--- src/rtl/rtc_spi_responder.sv ---
`timescale 1ns/1ps
// rtc_spi_responder: SPI target for the cartridge RTC command protocol backed by an
// S-3511A-style register file. Define RTC_TICK_EN to let the Tick strobe advance the clock.
module rtc_spi_responder #(
  parameter int unsigned SYNC_STAGES  = 2,
  parameter logic [7:0]  RESET_STATUS = 8'h00
) (
  input  logic        SClk,
  input  logic        nReset,
  input  logic        SPIClk,
  input  logic        nSPICs,
  input  logic        SPIMosi,
  output logic        SPIMiso,
  output logic        SPIMisoOE,
  output logic        Busy,
  output logic        CmdDone,
  output logic [7:0]  RegStatus,
  output logic [55:0] RegTime,
  output logic [15:0] RegAlarm,
  input  logic        Tick
);

  localparam logic [55:0] RESET_TIME = 56'h00_01_01_00_00_00_00;
  localparam logic [2:0] OP_RESET  = 3'd0;
  localparam logic [2:0] OP_STATUS = 3'd1;
  localparam logic [2:0] OP_DATA0  = 3'd2;
  localparam logic [2:0] OP_DATA4  = 3'd3;
  localparam logic [2:0] OP_MISC   = 3'd4;
  localparam logic [2:0] OP_NOP    = 3'd5;

  typedef enum logic [1:0] {IDLE, CMD, DATA, DRAIN} state_t;

  state_t state_q, state_d;

  logic [SYNC_STAGES-1:0] clk_sync_q, clk_sync_d;
  logic [SYNC_STAGES-1:0] cs_sync_q, cs_sync_d;
  logic [SYNC_STAGES-1:0] mosi_sync_q, mosi_sync_d;
  logic        clk_prev_q, clk_prev_d, cs_prev_q, cs_prev_d;
  logic [2:0]  bit_cnt_q, bit_cnt_d, byte_idx_q, byte_idx_d;
  logic [6:0]  shift_q, shift_d;
  logic [3:0]  cmd_q, cmd_d;
  logic        valid_q, valid_d, load_q, load_d, miso_q, miso_d, done_q, done_d;
  logic [7:0]  tx_q, tx_d;
  logic [55:0] snap_q, snap_d;
  logic [7:0]  status_q, status_d;
  logic [55:0] time_q, time_d, time_base;
  logic [15:0] alarm_q, alarm_d;

  logic       clk_s, cs_s, mosi_s;
  logic       clk_rise, clk_fall, cs_rise, cs_fall;
  logic [7:0] rx_byte, next_byte;
  logic       cmd_ok, last_bit;
  logic [2:0] wr_tgt;

  function automatic logic [2:0] op_len(input logic [2:0] op);
    case (op)
      OP_STATUS:       op_len = 3'd1;
      OP_DATA0:        op_len = 3'd7;
      OP_DATA4:        op_len = 3'd3;
      OP_MISC, OP_NOP: op_len = 3'd2;
      default:         op_len = 3'd0;
    endcase
  endfunction

  function automatic logic [7:0] byte_at(input logic [55:0] v, input logic [2:0] idx);
    byte_at = 8'hFF;
    for (int k = 0; k < 7; k++)
      if (idx == 3'(k)) byte_at = v[8*(6-k) +: 8];
  endfunction

`ifdef RTC_TICK_EN
  function automatic logic [7:0] bcd_inc(input logic [7:0] b);
    bcd_inc = (b[3:0] == 4'd9) ? {b[7:4] + 4'd1, 4'd0} : {b[7:4], b[3:0] + 4'd1};
  endfunction

  function automatic logic [7:0] month_len(input logic [7:0] month, input logic [7:0] year);
    logic leap;
    leap = year[4] ? (year[3:0] == 4'd2 || year[3:0] == 4'd6)
                   : (year[3:0] == 4'd0 || year[3:0] == 4'd4 || year[3:0] == 4'd8);
    case (month)
      8'h02:                      month_len = leap ? 8'h29 : 8'h28;
      8'h04, 8'h06, 8'h09, 8'h11: month_len = 8'h30;
      default:                    month_len = 8'h31;
    endcase
  endfunction

  // BCD ripple: each field only advances when every faster field wraps.
  function automatic logic [55:0] rtc_next(input logic [55:0] t);
    logic [7:0] yr, mo, dy, wd, hr, mi, se;
    {yr, mo, dy, wd, hr, mi, se} = t;
    if (se != 8'h59) se = bcd_inc(se);
    else begin
      se = 8'h00;
      if (mi != 8'h59) mi = bcd_inc(mi);
      else begin
        mi = 8'h00;
        if (hr != 8'h23) hr = bcd_inc(hr);
        else begin
          hr = 8'h00;
          wd = (wd >= 8'h06) ? 8'h00 : wd + 8'h01;
          if (dy < month_len(mo, yr)) dy = bcd_inc(dy);
          else begin
            dy = 8'h01;
            if (mo < 8'h12) mo = bcd_inc(mo);
            else begin
              mo = 8'h01;
              yr = (yr == 8'h99) ? 8'h00 : bcd_inc(yr);
            end
          end
        end
      end
    end
    rtc_next = {yr, mo, dy, wd, hr, mi, se};
  endfunction

  assign time_base = (Tick && !status_q[7]) ? rtc_next(time_q) : time_q;
`else
  logic tick_unused;
  assign tick_unused = Tick;
  assign time_base   = time_q;
`endif

  always_comb begin
    clk_sync_d  = {clk_sync_q[SYNC_STAGES-2:0], SPIClk};
    cs_sync_d   = {cs_sync_q[SYNC_STAGES-2:0], nSPICs};
    mosi_sync_d = {mosi_sync_q[SYNC_STAGES-2:0], SPIMosi};
    clk_s       = clk_sync_q[SYNC_STAGES-1];
    cs_s        = cs_sync_q[SYNC_STAGES-1];
    mosi_s      = mosi_sync_q[SYNC_STAGES-1];
    clk_prev_d  = clk_s;
    cs_prev_d   = cs_s;
    clk_rise    = clk_s & ~clk_prev_q;
    clk_fall    = ~clk_s & clk_prev_q;
    cs_rise     = cs_s & ~cs_prev_q;
    cs_fall     = ~cs_s & cs_prev_q;
    rx_byte     = {shift_q, mosi_s};
    last_bit    = (bit_cnt_q == 3'd7);
    cmd_ok      = (rx_byte[7:4] == 4'hF) && (rx_byte[3:1] <= OP_NOP);
    next_byte   = (byte_idx_q < op_len(cmd_q[3:1])) ? byte_at(snap_q, byte_idx_q) : 8'hFF;
    wr_tgt      = (cmd_q[3:1] == OP_DATA4) ? byte_idx_q + 3'd4 : byte_idx_q;
  end

  always_comb begin
    state_d = state_q;
    if (cs_rise) state_d = IDLE;
    else begin
      case (state_q)
        IDLE:    if (cs_fall) state_d = CMD;
        CMD:     if (clk_rise && last_bit) state_d = cmd_ok ? DATA : DRAIN;
        default: state_d = state_q;
      endcase
    end
  end

  // Datapath and outputs; a read reloads tx on the first fall after each 8th rise.
  always_comb begin
    bit_cnt_d  = bit_cnt_q;
    byte_idx_d = byte_idx_q;
    shift_d    = shift_q;
    cmd_d      = cmd_q;
    valid_d    = valid_q;
    load_d     = load_q;
    miso_d     = miso_q;
    done_d     = 1'b0;
    tx_d       = tx_q;
    snap_d     = snap_q;
    status_d   = status_q;
    time_d     = time_base;
    alarm_d    = alarm_q;
    if (cs_rise) begin
      done_d  = valid_q;
      valid_d = 1'b0;
      load_d  = 1'b0;
      miso_d  = 1'b1;
    end else begin
      case (state_q)
        IDLE: if (cs_fall) begin
          bit_cnt_d = 3'd0;
          shift_d   = 7'd0;
          valid_d   = 1'b0;
          load_d    = 1'b0;
          miso_d    = 1'b1;
        end
        CMD: if (clk_rise) begin
          shift_d   = rx_byte[6:0];
          bit_cnt_d = bit_cnt_q + 3'd1;
          if (last_bit && cmd_ok) begin
            cmd_d      = rx_byte[3:0];
            valid_d    = 1'b1;
            byte_idx_d = 3'd0;
            load_d     = rx_byte[0];
            case (rx_byte[3:1])
              OP_STATUS: snap_d = {status_q, 48'hFFFF_FFFF_FFFF};
              OP_DATA0:  snap_d = time_q;
              OP_DATA4:  snap_d = {time_q[23:0], 32'hFFFF_FFFF};
              OP_MISC:   snap_d = {alarm_q, 40'hFF_FFFF_FFFF};
              default:   snap_d = '1;
            endcase
            if (rx_byte[3:1] == OP_RESET) begin
              status_d = RESET_STATUS;
              time_d   = RESET_TIME;
              alarm_d  = 16'h0000;
            end
          end
        end
        DATA: begin
          if (clk_rise) begin
            shift_d   = rx_byte[6:0];
            bit_cnt_d = bit_cnt_q + 3'd1;
            if (last_bit) begin
              byte_idx_d = (byte_idx_q == 3'd7) ? 3'd7 : byte_idx_q + 3'd1;
              if (cmd_q[0]) load_d = 1'b1;
              else if (byte_idx_q < op_len(cmd_q[3:1])) begin
                case (cmd_q[3:1])
                  OP_STATUS: status_d = rx_byte;
                  OP_DATA0, OP_DATA4:
                    for (int k = 0; k < 7; k++)
                      if (wr_tgt == 3'(k)) time_d[8*(6-k) +: 8] = rx_byte;
                  OP_MISC:
                    if (byte_idx_q == 3'd0) alarm_d[15:8] = rx_byte;
                    else alarm_d[7:0] = rx_byte;
                  default: ;
                endcase
              end
            end
          end else if (clk_fall && cmd_q[0]) begin
            if (load_q) begin
              miso_d = next_byte[7];
              tx_d   = {next_byte[6:0], 1'b1};
              load_d = 1'b0;
            end else begin
              miso_d = tx_q[7];
              tx_d   = {tx_q[6:0], 1'b1};
            end
          end
        end
        default: ;
      endcase
    end
    SPIMiso   = miso_q;
    SPIMisoOE = ~cs_s;
    Busy      = ~cs_s;
    CmdDone   = done_q;
    RegStatus = status_q;
    RegTime   = time_q;
    RegAlarm  = alarm_q;
  end

  always_ff @(posedge SClk or negedge nReset) begin
    if (!nReset) state_q <= IDLE;
    else         state_q <= state_d;
  end

  always_ff @(posedge SClk or negedge nReset) begin
    if (!nReset) begin
      clk_sync_q  <= '0;
      cs_sync_q   <= '1;
      mosi_sync_q <= '0;
      clk_prev_q  <= 1'b0;
      cs_prev_q   <= 1'b1;
      bit_cnt_q   <= 3'd0;
      byte_idx_q  <= 3'd0;
      shift_q     <= 7'd0;
      cmd_q       <= 4'd0;
      valid_q     <= 1'b0;
      load_q      <= 1'b0;
      miso_q      <= 1'b1;
      done_q      <= 1'b0;
      tx_q        <= 8'hFF;
      snap_q      <= '1;
      status_q    <= RESET_STATUS;
      time_q      <= RESET_TIME;
      alarm_q     <= 16'h0000;
    end else begin
      clk_sync_q  <= clk_sync_d;
      cs_sync_q   <= cs_sync_d;
      mosi_sync_q <= mosi_sync_d;
      clk_prev_q  <= clk_prev_d;
      cs_prev_q   <= cs_prev_d;
      bit_cnt_q   <= bit_cnt_d;
      byte_idx_q  <= byte_idx_d;
      shift_q     <= shift_d;
      cmd_q       <= cmd_d;
      valid_q     <= valid_d;
      load_q      <= load_d;
      miso_q      <= miso_d;
      done_q      <= done_d;
      tx_q        <= tx_d;
      snap_q      <= snap_d;
      status_q    <= status_d;
      time_q      <= time_d;
      alarm_q     <= alarm_d;
    end
  end

endmodule

--- config.mk ---
export PLATFORM = sky130hd
export DESIGN_NAME = rtc_spi_responder
export DESIGN_NICKNAME = d
export VERILOG_FILES = /design/src/rtl/rtc_spi_responder.sv
export SDC_FILE = /design/constraint.sdc
export NUM_CORES = 1
export LEC_CHECK = 0
export ABC_AREA = 1
export CORE_UTILIZATION = 55
export CTS_CLUSTER_DIAMETER = 50
export DETAILED_ROUTE_END_ITERATION = 16
export PLACE_DENSITY = 0.8
export SLEW_MARGIN = 20
export SYNTH_ARGS = -nofsm -noshare
export SYNTH_HDL_FRONTEND = slang
export SYNTH_SLANG_ARGS = --single-unit
--- constraint.sdc ---
create_clock -name SClk -period 3.9 [get_ports SClk]
set_input_delay 0.975 -clock SClk [delete_from_list [all_inputs] [get_ports SClk]]
set_output_delay 0.975 -clock SClk [all_outputs]
set_load 0.02 [all_outputs]
=== Word-level counts from Yosys, hierarchy flattened ===
Index checks and enable logic that the tools add are counted.

* Muxes and demuxes: 90
* Bitwise operators: 10
* $lt $le $gt $ge: 3
* Eq/ne operators: 56
* Reduce and logical (&&, ||, !) cells: 34
* $add $sub $neg: 3

{| class="wikitable"
|+ Operators with widths
! operator !! number
|-
| $mux 56 || 8
|-
| $pmux 56 s4 || 1
|-
| $mux 8 || 26
|-
| $mux 16 || 8
|-
| $pmux 56 s2 || 1
|-
| $reduce_and 11->1 || 9
|-
| $mux 3 || 13
|-
| $ne 2x2->1 const B || 17
|-
| $eq 3x3->1 const B || 11
|-
| $pmux 16 s2 || 1
|-
| $eq 3x2->1 const B || 8
|-
| $reduce_and 4->1 || 5
|-
| $mux 1 || 18
|-
| $ne 3x3->1 const B || 6
|-
| $pmux 8 s2 || 1
|-
| $mux 7 || 2
|-
| $pmux 7 s2 || 1
|-
| $eq 3x1->1 const B || 4
|-
| $ne 4x4->1 const B || 3
|-
| $pmux 3 s2 || 2
|-
| $pmux 3 s4 || 1
|-
| $reduce_and 10->1 || 1
|-
| $logic_not 3->1 || 3
|-
| $ne 2x1->1 const B || 4
|-
| 22 further kinds || 42
|}

* Logic and storage cells: 222
* Register bits after elaboration: 175
* Output and inout port bits: 84

=== Depth between registers and ports, before layout ===
Gate-level depths: netlist of run 1.

* Depth after elaboration: 14
* Depth in mapped cells: 14
* Mapped depth without buffers: 14

=== Least setup slack after synthesis of run 1 ===
OpenSTA, ideal clock, no wires.

* Path type: reg-to-reg
* Start: reg cmd_q[3]
* End: reg time_q[10] (netlist: RegTime[10])
* Data required time: 3783 ps
* Slack: 1843 ps
* Arrival time: 1939 ps
* Cell stages (with the launch flop): 15
* Cell sequence: dfrtp_1 inv_1 nand3_1 nand2_1 a21oi_1 ha_1 nand3_1 nand2_1 nand2_1 nand2_1 buf_6 a21oi_2 nand2_1 nand2_1 nand2_1

* Word-level cells in the longest chain between the ends: 11
* Elaborated cells on any way between the ends: 20

{| class="wikitable"
|+ Ends and longest elaborated chain
! what !! RTL line !! RTL
|-
| start: declaration || 41 || <nowiki>logic [3:0] cmd_q, cmd_d;</nowiki>
|-
| start signal: assignment || 283 || <nowiki>cmd_q <= cmd_d;</nowiki>
|-
| $eq 3x3->1 || 56 || <nowiki>case (op)</nowiki>
|-
| $reduce_or 2->1 || 56 ||
|-
| $pmux 3 s4 || 56 ||
|-
| $mux 3 || 212 || <nowiki>if (cmd_q[0]) load_d = 1'b1;</nowiki>
|-
| $mux 3 || 210 || <nowiki>if (last_bit) begin</nowiki>
|-
| $mux 3 || 207 || <nowiki>if (clk_rise) begin</nowiki>
|-
| $mux 3 || 176 || <nowiki>case (state_q)</nowiki>
|-
| $mux 3 || 170 || <nowiki>if (cs_rise) begin</nowiki>
|-
| $lt 3x3->1 || 213 || <nowiki>else if (byte_idx_q < op_len(cmd_q[3:1])) begin</nowiki>
|-
| $ne 2x2->1 (no source line) || - ||
|-
| $reduce_and 11->1 (no source line) (*) || - ||
|-
| end signal: assignment || 291 || <nowiki>time_q <= time_d;</nowiki>
|-
| end: declaration || 46 || <nowiki>logic [55:0] time_q, time_d, time_base;</nowiki>
|}

Mark *: on every way between the ends. The rest lies on a longest branch, timed or not. The select of a mux whose other input is x is not followed.
A chain may end at the register's enable or synchronous reset.

=== Final worst setup path of run 1 ===
* Start: reg state_q[0]
* End: reg time_q[4] (netlist: RegTime[4])

* Word-level cells in the longest chain between the ends: 3
* Elaborated cells on any way between the ends: 14

{| class="wikitable"
|+ Ends and longest elaborated chain
! what !! RTL line !! RTL
|-
| start: declaration || 33 || <nowiki>state_t state_q, state_d;</nowiki>
|-
| start signal: assignment || 251 || <nowiki>else state_q <= state_d;</nowiki>
|-
| $eq 2x2->1 / $eq 2x1->1 (equally long branches) || 176 ||
|-
| $ne 2x2->1 (no source line) (tied with other cells) || - ||
|-
| $reduce_and 11->1 (no source line) || - ||
|}

Several ways; a longest one is shown, not always the timed one.

==> results of run 1 <==
## path summary, 6_finish.rpt
path                                        to  cells past startpoint
worst max-delay path                RegTime[4]                     11
worst min-delay path            mosi_sync_q[1]                      0
worst max register to register      RegTime[4]                     11
worst min register to register  mosi_sync_q[1]                      0
max in group asynchronous           snap_q[46]                      2
min in group asynchronous          RegTime[27]                      1
## kinds of logic after synthesis
logic type	share of synthesized area (%)
adder cells (fa/ha/maj)	1.897
buffers and inverters	7.151
AND/OR/NAND/NOR	25.88
AO/OA/AOI/OAI	13.28
flip-flops	51.80
## power breakdown
part,switching (µW),internal [µW],total (µW)
sequential,71.4,1880,1950
combinational,932,275,1210
clock,736,1130,1870
total,1740,3290,5030
## registers in the layout, indices dropped and copies added (netlist names), 3 cells and up
name and count:
shift_q 7, cmd_q 4, RegAlarm 16, tx_q 7, snap_q 56, RegStatus 8
byte_idx_q 3, RegTime 56, bit_cnt_q 3
## worst reg2reg max path, delay by kind of cell (launching register included)
family                   cells  cell delay (ns)
buffers and inverters        2             0.14
flip-flops                   1             0.36
AO/OA/AOI/OAI                1             0.12
AND/OR/NAND/NOR              7             2.06
adder cells (fa/ha/maj)      1             0.48
## synthesized netlist by cell type, drive strengths merged
master	instances
nand2	357
o21ai	113
dfrtp	105
inv	96
nand3	92
nor2	77
dfstp	69
a21oi	47
clkbuf	26
buf	15
o22ai	14
ha	13
clkinv	9
a41oi	8
a221oi	7
a211oi	4
a22oi	4
nand4	3
o31ai	3
a21boi	1
a31oi	1
and2	1
nor3	1
o211ai	1
or2	1
## final cells by class
type                       instances  area share, %
clock buffer                      21          4.619
clock inverter                    11          1.757
multi-input combinational        748          34.55
timing repair buffer              95          9.299
inverter                         105          3.869
sequential                       174          43.59
tap                              188          2.309
## per-layer routing
| metal | up-vias | global-route usage (%) | wire (µm) |
|---|---|---|---|
| li1 | 3614 | - | - |
| met4 | 0 | 14.08 | 908 |
| met5 | - | 0 | 0 |
| met2 | 331 | 47.32 | 11090 |
| met1 | 3666 | 43.12 | 10130 |
| met3 | 60 | 5.609 | 1858 |
## metrics by stage
stage | worst slack, ns | utilization, %
after global routing | 0.3772 | 67.00
after CTS | 0.6931 | 67.00
after detailed placement | 0.7093 | 62.73
final | 0.6391 | 67.00
after global placement | 0.7911 | 62.73
after floorplan | 1.843 | -
==> metrics.md, run 1 <==
| Metric | Value |
|---|---|
| CTS Buf Count | 17 |
| PortBufs | 88 |
| Reg2Reg Setup Slack | 0.64 ns |
| Hold Slack | 0.3553 ns |
| Cell area after layout | 0.01019 mm² |
| Root Driver | clkbuf_16 |
| Antenna diodes | 0 |
| RR Startpoint | state_q[0] |
| Vias | 7,671 |
| Startpoint Class | flop |
| Clk_lat worst skew | 0.44 ns |
| Buf/Inv on CP | 2 |
| Crit path required time | 4.22 ns |
| Final wirelength | 23,990 µm |
| F_max | 306.7 MHz |
| Run status | complete, no violations |
| Syn avg cell area | 8.027 µm² |
| Worst vdd ir | 342.5 µV |
| Chip Width | 126.9 µm |
| Wirelength per Cell | 17.87 µm |
| Via density | 5.716 |
| Post-CTS Hold Buffers | 0 |
| Layout cell share with drive strength beyond 1 | 11.53% |
| # fillers | 1,228 |
| Yosys top cell by area | dfrtp_1 |
| Total track usage | 30.91% |
| CTS tree | done |
| Top delay family on crit path | simple AND/OR/NAND/NOR gates |
| Crit-path cells | inv_1 -> ha_1 -> nor2_2 -> inv_2 -> o21ai_2 -> and2_2 -> nand3_4 -> nor2_8 -> nand2_1 -> nand2_1 -> nand2_1 |
| RSZ-0062 raised after global routing | no |
| Endpoints failing setup | 0 |
| Max Slew Vio Count | 0 |
| Routability Congestion | 0.8885 |
| Most used cell, CP | nand2_1 |
| CTS sink cnt | 174 |
| Multi-input logic area | 0.003520 mm² |
| Die ar. | 0.01609 mm² |
| Register Area | 0.004441 mm² |
| Crit Path Category | flop to flop |
| Global-route wire length before repair | 37,850 µm |
| Critical hold path startpoint | mosi_sync_q[0] |
| DP Cell Count | 1,310 |
| Leak | 0.004703 µW |
| Worst Setup SP | state_q[0] |
| Final ANT Viol Nets | 0 |
| Core area | 0.01520 mm² |
| Hold crit path type | flop to flop |
| Worst-Margin Slew | 0.9882 ns |
| Starting density of the core | 56.40% |
| Worst path max stage delay | 0.76 ns |
| # DRC | 0 |
| Area share of the largest cell type after synthesis | 30.65% |
| Clk pin slew, worst setup/hold paths | 0.07 ns |
| CP max FO | 63 |
| Commonest cells after routing, fill and taps aside | 352 x nand2_1, 112 x o21ai_0, 105 x dfrtp_1, 93 x inv_1, 91 x nand3_1 |
| Vias in the first global route | 7,052 |
| Synth Warn # | 0 |
| CTS H-tree lvls | 4 |
| Boundary pin count | 90 |
| Final hold violation count | 0 |
| Antenna violations before repair | 0 |
| Min cycle time layout | 3.261 ns |
| Resized Gates After CTS | 0 |
| Clk_skew | 0.008046 ns |
| Initial DRC count | 750 |
| Nets | 1,160 |
| Post-CTS setup buffer count | 0 |
| Max-cap violations | 0 |
| CTS Buffer Depth | 2 |
| CP max-delay cell | nor2_8 |
| Pwr Total | 5031 µW |
| Period utilization | 83.61% |
| # rows | 45 |
| Post-Synthesis Cells | 1,068 |
| Commonest non-fill, non-tap cell in the layout | nand2_1 |
| Area of the mapped netlist | 0.008573 mm² |
| Crit end category | flop |
| Placed Area | 0.009537 mm² |
| Crit path DAT | 3.58 ns |
| Netlist cell types | 38 |
| Syn Nets | 1,087 |
| Register area share after synthesis | 51.80% |
| Largest net degree at the start of global routing | 79 |
| Top area cells in the synthesized netlist | dfrtp_1 31%, dfstp_2 21%, nand2_1 15% |
| Area grow syn2layout | 18.81% |
| Final Non-Filler Cells | 1,342 |
| Power density over cell area | 493.9 mW/mm² |
| Max transition margin | 33.71% |
| Die Height | 126.9 µm |
| Setup TNS | 0 ns |
| 1st-pass router iterations | 6 |
| Seq cells post-synth | 174 |
| Total global routing overflow | 0 |
| Post-detail-place hpwl | 16,090 µm |
Power figures use the tool's default switching activity.
==> run 2, diff against run 1 <==
--- a/config.mk
+++ b/config.mk
@@ -6,10 +6,10 @@
 export NUM_CORES = 1
 export LEC_CHECK = 0
 export ABC_AREA = 1
-export CORE_UTILIZATION = 55
+export CORE_UTILIZATION = 52
 export CTS_CLUSTER_DIAMETER = 50
 export DETAILED_ROUTE_END_ITERATION = 16
-export PLACE_DENSITY = 0.8
+export PLACE_DENSITY = 0.79
 export SLEW_MARGIN = 20
 export SYNTH_ARGS = -nofsm -noshare
 export SYNTH_HDL_FRONTEND = slang
==> constraint.sdc (replaced) <==
create_clock -name SClk -period 2.85 [get_ports SClk]
set_input_delay 0.7125 -clock SClk [delete_from_list [all_inputs] [get_ports SClk]]
set_output_delay 0.7125 -clock SClk [all_outputs]
set_load 0.02 [all_outputs]
==> run 2 against run 1 <==
  * Clock power increased by 25%
  * Critical endpoint is now RegTime[52]
  * Wire length up 2.7%
  * Final area grew 1.0%
  * Clock skew grew 0.0010 ns
  * Die area rose by 5.7%
  * Via count increased by 2.0%
  * Count of clock-buffer cells in the layout is 1 lower
  * Setup slack worse by 0.38 ns
  * Largest power group unchanged
==> metrics.md, run 2 (synthesis gave the netlist of run 1 again) <==
| Metric | Value |
|---|---|
| RR Startpoint | cmd_q[3] (was state_q[0]) |
| CTS H-tree lvls | 4 (unchanged) |
| Clk_skew | 0.009047 ns (was 0.008046 ns) |
| Layout cell share with drive strength beyond 1 | 12.89% (was 11.53%) |
| Core area | 0.01600 mm² (was 0.01520 mm²) |
| Vias in the first global route | 7,214 (was 7,052) |
| Period utilization | 90.74% (was 83.61%) |
| CP max-delay cell | nor2_2 (was nor2_8) |
| Run status | complete, no violations (unchanged) |
| Chip Width | 130.4 µm (was 126.9 µm) |
| Sw Share | 34.96% (was 34.58%) |
| PortBufs | 88 (unchanged) |
| Total global routing overflow | 0 (unchanged) |
| 1st-pass router iterations | 5 (was 6) |
| # fillers | 1,369 (was 1,228) |
| Worst Setup SP | cmd_q[3] (was state_q[0]) |
| Die Height | 130.4 µm (was 126.9 µm) |
| Startpoint Class | flop (unchanged) |
| Max Slew Vio Count | 0 (unchanged) |
| Clk_lat worst skew | 0.44 ns (about the same) |
| Area grow syn2layout | 20.02% (was 18.81%) |
| Buf/Inv on CP | 1 (was 2) |
| # DRC | 0 (unchanged) |
| Antenna diodes | 0 (unchanged) |
| Most used cell, CP | nand2_1 (unchanged) |
| Total track usage | 30.75% (was 30.91%) |
| Crit path DAT | 2.92 ns (was 3.58 ns) |
| Post-CTS Hold Buffers | 0 (unchanged) |
| Clock share of power | 34.4% (was 37.2%) |
| Commonest non-fill, non-tap cell in the layout | nand2_1 (unchanged) |
| P_int | 4420 µW (was 3291 µW) |
| Starting density of the core | 53.58% (was 56.40%) |
| Hold crit path type | primary input to asynchronous set/reset pin (was flop to flop) |
| Endpoints failing setup | 0 (unchanged) |
| Worst vdd ir | 482.9 µV (was 342.5 µV) |
| Global-route wire length before repair | 38,470 µm (was 37,850 µm) |
| Initial DRC count | 887 (was 750) |
| Power density over cell area | 660.4 mW/mm² (was 493.9 mW/mm²) |
| Via density | 5.640 (was 5.716) |
| CP max FO | 11 (was 63) |
| Nets | 1,177 (was 1,160) |
| Min cycle time layout | 2.586 ns (was 3.261 ns) |
| NetSw | 2376 µW (was 1740 µW) |
| CTS Buf Count | 17 (unchanged) |
| CTS Buffer Depth | 2 (unchanged) |
| F_max | 386.7 MHz (was 306.7 MHz) |
| Final hold violation count | 0 (unchanged) |
| Largest net degree at the start of global routing | 63 (was 79) |
| Max transition margin | 54.88% (was 33.71%) |
| Crit path required time | 3.18 ns (was 4.22 ns) |
| Max-cap violations | 0 (unchanged) |
| # rows | 46 (was 45) |
| Clk pin slew, worst setup/hold paths | 0.07 ns (about the same) |
| Vias | 7,822 (was 7,671) |
| Root Driver | clkbuf_16 (unchanged) |
| Logic pwr share | 26.2% (was 24.0%) |
| Final ANT Viol Nets | 0 (unchanged) |
| Worst-Margin Slew | 0.6743 ns (was 0.9882 ns) |
| Final wirelength | 24,630 µm (was 23,990 µm) |
| Wirelength per Cell | 17.76 µm (was 17.87 µm) |
| Routability Congestion | 0.9123 (was 0.8885) |
| RSZ-0062 raised after global routing | no (unchanged) |
| Cell area after layout | 0.01029 mm² (was 0.01019 mm²) |
| Worst path max stage delay | 0.53 ns (was 0.76 ns) |
| Commonest cells after routing, fill and taps aside | 352 x nand2_1, 112 x o21ai_0, 105 x dfrtp_1, 93 x inv_1, 91 x nand3_1 (unchanged) |
| Crit-path cells | inv_1 -> nand3_1 -> nand2_1 -> a21oi_1 -> ha_1 -> a21oi_1 -> nand2_1 -> nand2_1 -> nand2_1 -> nor2_2 -> nand2_4 -> nand2_1 -> nand2_1 (was inv_1 -> ha_1 -> nor2_2 -> inv_2 -> o21ai_2 -> and2_2 -> nand3_4 -> nor2_8 -> nand2_1 -> nand2_1 -> nand2_1) |
| CTS sink cnt | 174 (unchanged) |
| CTS tree | done (unchanged) |
| Top delay family on crit path | simple AND/OR/NAND/NOR gates (unchanged) |
| Die ar. | 0.01700 mm² (was 0.01609 mm²) |
| Crit Path Category | flop to flop (unchanged) |
| Placed Area | 0.009699 mm² (was 0.009537 mm²) |
| Setup TNS | 0 ns (unchanged) |
| Boundary pin count | 90 (unchanged) |
| Crit end category | flop (unchanged) |
| Leak | 0.004751 µW (was 0.004703 µW) |
| Antenna violations before repair | 0 (unchanged) |
| Post-detail-place hpwl | 16,920 µm (was 16,090 µm) |
| Sequential group share of total power | 39.4% (was 38.8%) |
-- run 2: power groups by stage --
| stage | registers [µW] | logic [µW] | clock network, µW |
|---|---|---|---|
| 6_report | 2680 | 1780 | 2340 |
| 5_1_grt | 2690 | 1970 | 2460 |
| 4_1_cts | 2670 | 1740 | 2340 |
| 3_5_place_dp | 2720 | 1730 | 0 |
| 3_3_place_gp | 2710 | 1700 | 0 |
| 2_1_floorplan | 2690 | 1220 | 0 |
-- run 2: per-layer routing --
metal	track usage [%]	vias up	part of all wire, %
li1	-	3654	-
met1	42.42	3698	42
met2	46.93	403	46
met3	6.230	67	8.6
met4	14.47	0	3.6
met5	0	-	0
-- run 2: repair_timing --
action	CTS	global route
setup endpoints to repair	0	14
hold endpoints to repair	0	0
resized for setup	0	3
setup buffers	0	0
-- run 2: final timing paths --
| path | end | slack, ns | cells after the start |
|---|---|---|---|
| worst max-delay path | RegTime[52] | 0.26 | 13 |
| min in group SClk | clk_sync_q[1] | 0.35 | 0 |
| worst min register to register | clk_sync_q[1] | 0.35 | 0 |
| max in group asynchronous | snap_q[46] | 1.88 | 2 |
| worst max register to register | RegTime[52] | 0.26 | 13 |
| worst min-delay path | RegTime[28] | 0.21 | 1 |
-- run 2: metrics by stage --
stage | worst slack (ns) | hold WS, ns | power [µW] | utilization, % | cells
floorplan | 0.7933 | 0.3312 | 3911 | - | 1068
global placement | 0.2658 | 0.3365 | 4408 | 60.62 | 1355
detailed placement | 0.1768 | 0.3379 | 4442 | 60.62 | 1355
CTS | 0.1347 | 0.2225 | 6761 | 64.26 | 1387
global route | 0.004773 | 0.2391 | 7116 | 64.31 | 1387
finish | 0.2638 | 0.2092 | 6795 | 64.31 | 1387
-- run 2: layout make-up --
class | count | area, µm² | area share [%]
flip-flops and latches | 174 | 4441 | 43.15
multi-input cells | 748 | 3527 | 34.28
repair buffers | 112 | 1075 | 10.44
clock buffers | 20 | 436.7 | 4.244
inverters | 105 | 394.1 | 3.830
well taps | 216 | 270.3 | 2.626
clock inverters | 12 | 146.4 | 1.423
==> run 3, diff against run 2 <==
--- a/config.mk
+++ b/config.mk
@@ -6,8 +6,8 @@
 export NUM_CORES = 1
 export LEC_CHECK = 0
 export ABC_AREA = 1
+export CORE_MARGIN = 2
 export CORE_UTILIZATION = 52
-export CTS_CLUSTER_DIAMETER = 50
 export DETAILED_ROUTE_END_ITERATION = 16
 export PLACE_DENSITY = 0.79
 export SLEW_MARGIN = 20
==> run 3 against run 2 <==
  * Clock power shrank 4%
  * Sequential cell count stayed put
  * Sequential power about the same
  * Sequential share of layout area increased by 0.068 points
  * Critical path type unchanged
==> metrics.md, run 3 (synthesis gave the netlist of run 1 again) <==
| Metric | Value |
|---|---|
| Final Non-Filler Cells | 1,385 (was 1,387) |
| Final worst setup slack | 0.1664 ns (was 0.2638 ns) |
| Final ANT Viol Nets | 0 (unchanged) |
| DP Cell Count | 1,353 (was 1,355) |
| Run status | complete, no violations (unchanged) |
| CTS tree | done (unchanged) |
| Die Height | 132.4 µm (was 130.4 µm) |
| Min cycle time layout | 2.684 ns (was 2.586 ns) |
| Clk_skew | 0.008525 ns (was 0.009047 ns) |
| Worst vdd ir | 535.6 µV (was 482.9 µV) |
| CTS H-tree lvls | 4 (unchanged) |
| Buf/Inv on CP | 1 (unchanged) |
| Max Slew Vio Count | 0 (unchanged) |
| Vias | 7,803 (was 7,822) |
| Layout cell share with drive strength beyond 1 | 12.66% (was 12.89%) |
| Routability Congestion | 0.9421 (was 0.9123) |
| Clk_lat worst skew | 0.44 ns (about the same) |
| RSZ-0062 raised after global routing | yes (was no) |
| CP max-delay cell | nor2_2 (unchanged) |
| Max transition margin | 54.10% (was 54.88%) |
| Worst path max stage delay | 0.54 ns (was 0.53 ns) |
| Starting density of the core | 53.58% (unchanged) |
| Commonest cells after routing, fill and taps aside | 352 x nand2_1, 112 x o21ai_0, 105 x dfrtp_1, 93 x inv_1, 91 x nand3_1 (unchanged) |
| Total global routing overflow | 0 (unchanged) |
| P_int | 4318 µW (was 4420 µW) |
| Leak | 0.004740 µW (was 0.004751 µW) |
| Resized Gates After CTS | 0 (unchanged) |
| Vias in the first global route | 7,369 (was 7,214) |
| Commonest non-fill, non-tap cell in the layout | nand2_1 (unchanged) |
| Wirelength per Cell | 17.87 µm (was 17.76 µm) |
| CTS sink cnt | 174 (unchanged) |
| Top delay family on crit path | simple AND/OR/NAND/NOR gates (unchanged) |
| Setup TNS | 0 ns (unchanged) |
| Power density over cell area | 651.6 mW/mm² (was 660.4 mW/mm²) |
| CP max FO | 11 (unchanged) |
| Nets | 1,175 (was 1,177) |
| Pwr Total | 6694 µW (was 6795 µW) |
| Via density | 5.634 (was 5.640) |
| Boundary pin count | 90 (unchanged) |
| Global-route wire length before repair | 39,410 µm (was 38,470 µm) |
| Clock share of power | 33.6% (was 34.4%) |
| Initial DRC count | 728 (was 887) |
| CTS Buf Count | 17 (unchanged) |
| Root Driver | clkbuf_16 (unchanged) |
| Endpoints failing setup | 0 (unchanged) |
| Die ar. | 0.01753 mm² (was 0.01700 mm²) |
| NetSw | 2377 µW (was 2376 µW) |
| F_max | 372.6 MHz (was 386.7 MHz) |
| Antenna diodes | 0 (unchanged) |
| Area grow syn2layout | 19.83% (was 20.02%) |
| Crit Path Category | flop to flop (unchanged) |
| Pre-CTS WS | 0.1423 ns (was 0.1768 ns) |
| Clk pin slew, worst setup/hold paths | 0.07 ns (about the same) |
| Post-CTS Hold Buffers | 0 (unchanged) |
| PortBufs | 88 (unchanged) |
| Crit end category | flop (unchanged) |
| Crit-path cells | inv_1 -> nand3_1 -> nand2_1 -> a21oi_1 -> ha_1 -> nand3_1 -> nand2_1 -> nand2_1 -> nand2_1 -> nor2_2 -> nand2_4 -> nand2_1 -> nand2_1 (was inv_1 -> nand3_1 -> nand2_1 -> a21oi_1 -> ha_1 -> a21oi_1 -> nand2_1 -> nand2_1 -> nand2_1 -> nor2_2 -> nand2_4 -> nand2_1 -> nand2_1) |
| Final wirelength | 24,750 µm (was 24,630 µm) |
| Reg2Reg Setup Slack | 0.17 ns (was 0.26 ns) |
| Max-cap violations | 0 (unchanged) |
| Total track usage | 29.05% (was 30.75%) |
| Placed Area | 0.009697 mm² (was 0.009699 mm²) |
| Post-detail-place hpwl | 17,280 µm (was 16,920 µm) |
| Logic pwr share | 26.4% (was 26.2%) |
| Most used cell, CP | nand2_1 (unchanged) |
| Chip Width | 132.4 µm (was 130.4 µm) |
| 1st-pass router iterations | 6 (was 5) |
| Worst-Margin Slew | 0.6842 ns (was 0.6743 ns) |
| Crit path required time | 3.18 ns (about the same) |
| Startpoint Class | flop (unchanged) |
| Core area | 0.01600 mm² (unchanged) |
| Crit path DAT | 3.01 ns (was 2.92 ns) |
| Final hold violation count | 0 (unchanged) |
| # DRC | 0 (unchanged) |
| Cell area after layout | 0.01027 mm² (was 0.01029 mm²) |
| Sw Share | 35.50% (was 34.96%) |
| Period utilization | 94.16% (was 90.74%) |
| # rows | 46 (unchanged) |
| Post-CTS setup buffer count | 0 (unchanged) |
| Largest net degree at the start of global routing | 62 (was 63) |
| Antenna violations before repair | 0 (unchanged) |
| CTS Buffer Depth | 2 (unchanged) |
| Hold crit path type | primary input to asynchronous set/reset pin (unchanged) |
| Sequential group share of total power | 39.9% (was 39.4%) |
-- run 3: cell count changes in the layout (fill, tap and decap cells not counted), moves of 2 or more --
cell        change
bufinv_16       -2
clkbuf_8        +3
clkinv_2        -3
buf_4           -3
clkinvlp_4      -2
clkinv_4        +3
-- run 3: area by class of cell --
class | count | area (µm²)
Clock buffer | 23 | 478.0
Clock inverter | 9 | 86.33
Fill cell | 1392 | 5727
Inverter | 105 | 394.1
Multi-Input combinational cell | 748 | 3532
Sequential cell | 174 | 4441
Tap cell | 216 | 270.3
Timing Repair Buffer | 110 | 1072
-- run 3: routing by layer --
| layer | wire length [µm] | GRT usage, % |
|---|---|---|
| met5 | 0 | 0 |
| met3 | 2252 | 6.690 |
| met4 | 792 | 12.60 |
| met1 | 10090 | 39.68 |
| met2 | 11610 | 44.65 |
-- run 3: path summary, 6_finish.rpt --
check	from	endpoint	cells past startpoint
worst min register to register	clk_sync_q[0]	clk_sync_q[1]	0
worst min-delay path	nReset	RegTime[27]	1
worst max-delay path	cmd_q[3]	RegTime[27]	13
max in group asynchronous	nReset	snap_q[40]	2
min in group SClk	clk_sync_q[0]	clk_sync_q[1]	0
worst max register to register	cmd_q[3]	RegTime[27]	13
-- run 3: worst reg2reg max path: cells and delay by family, from the launching register on --
| family | cells | cell delay [ns] |
|---|---|---|
| AND/OR/NAND/NOR | 10 | 1.64 |
| flip-flops | 1 | 0.41 |
| adder cells (fa/ha/maj) | 1 | 0.26 |
| AO/OA/AOI/OAI | 1 | 0.17 |
| buffers and inverters | 1 | 0.11 |
-- run 3: per-stage QoR --
step	utilization, %	hold WS, ns
after floorplan	-	0.3312
after global placement	60.60	0.3360
after detailed placement	60.60	0.3449
after CTS	64.13	0.2612
after global routing	64.21	0.2800
final	64.21	0.2372
-- run 3: power by group through the flow --
stage / Sequential (µW) / Clock (µW) / Combinational, µW
after floorplan: 2690 / 0 / 1220
after global placement: 2710 / 0 / 1680
after detailed placement: 2710 / 0 / 1720
after CTS: 2670 / 2270 / 1730
after global routing: 2680 / 2380 / 1960
final: 2670 / 2250 / 1770
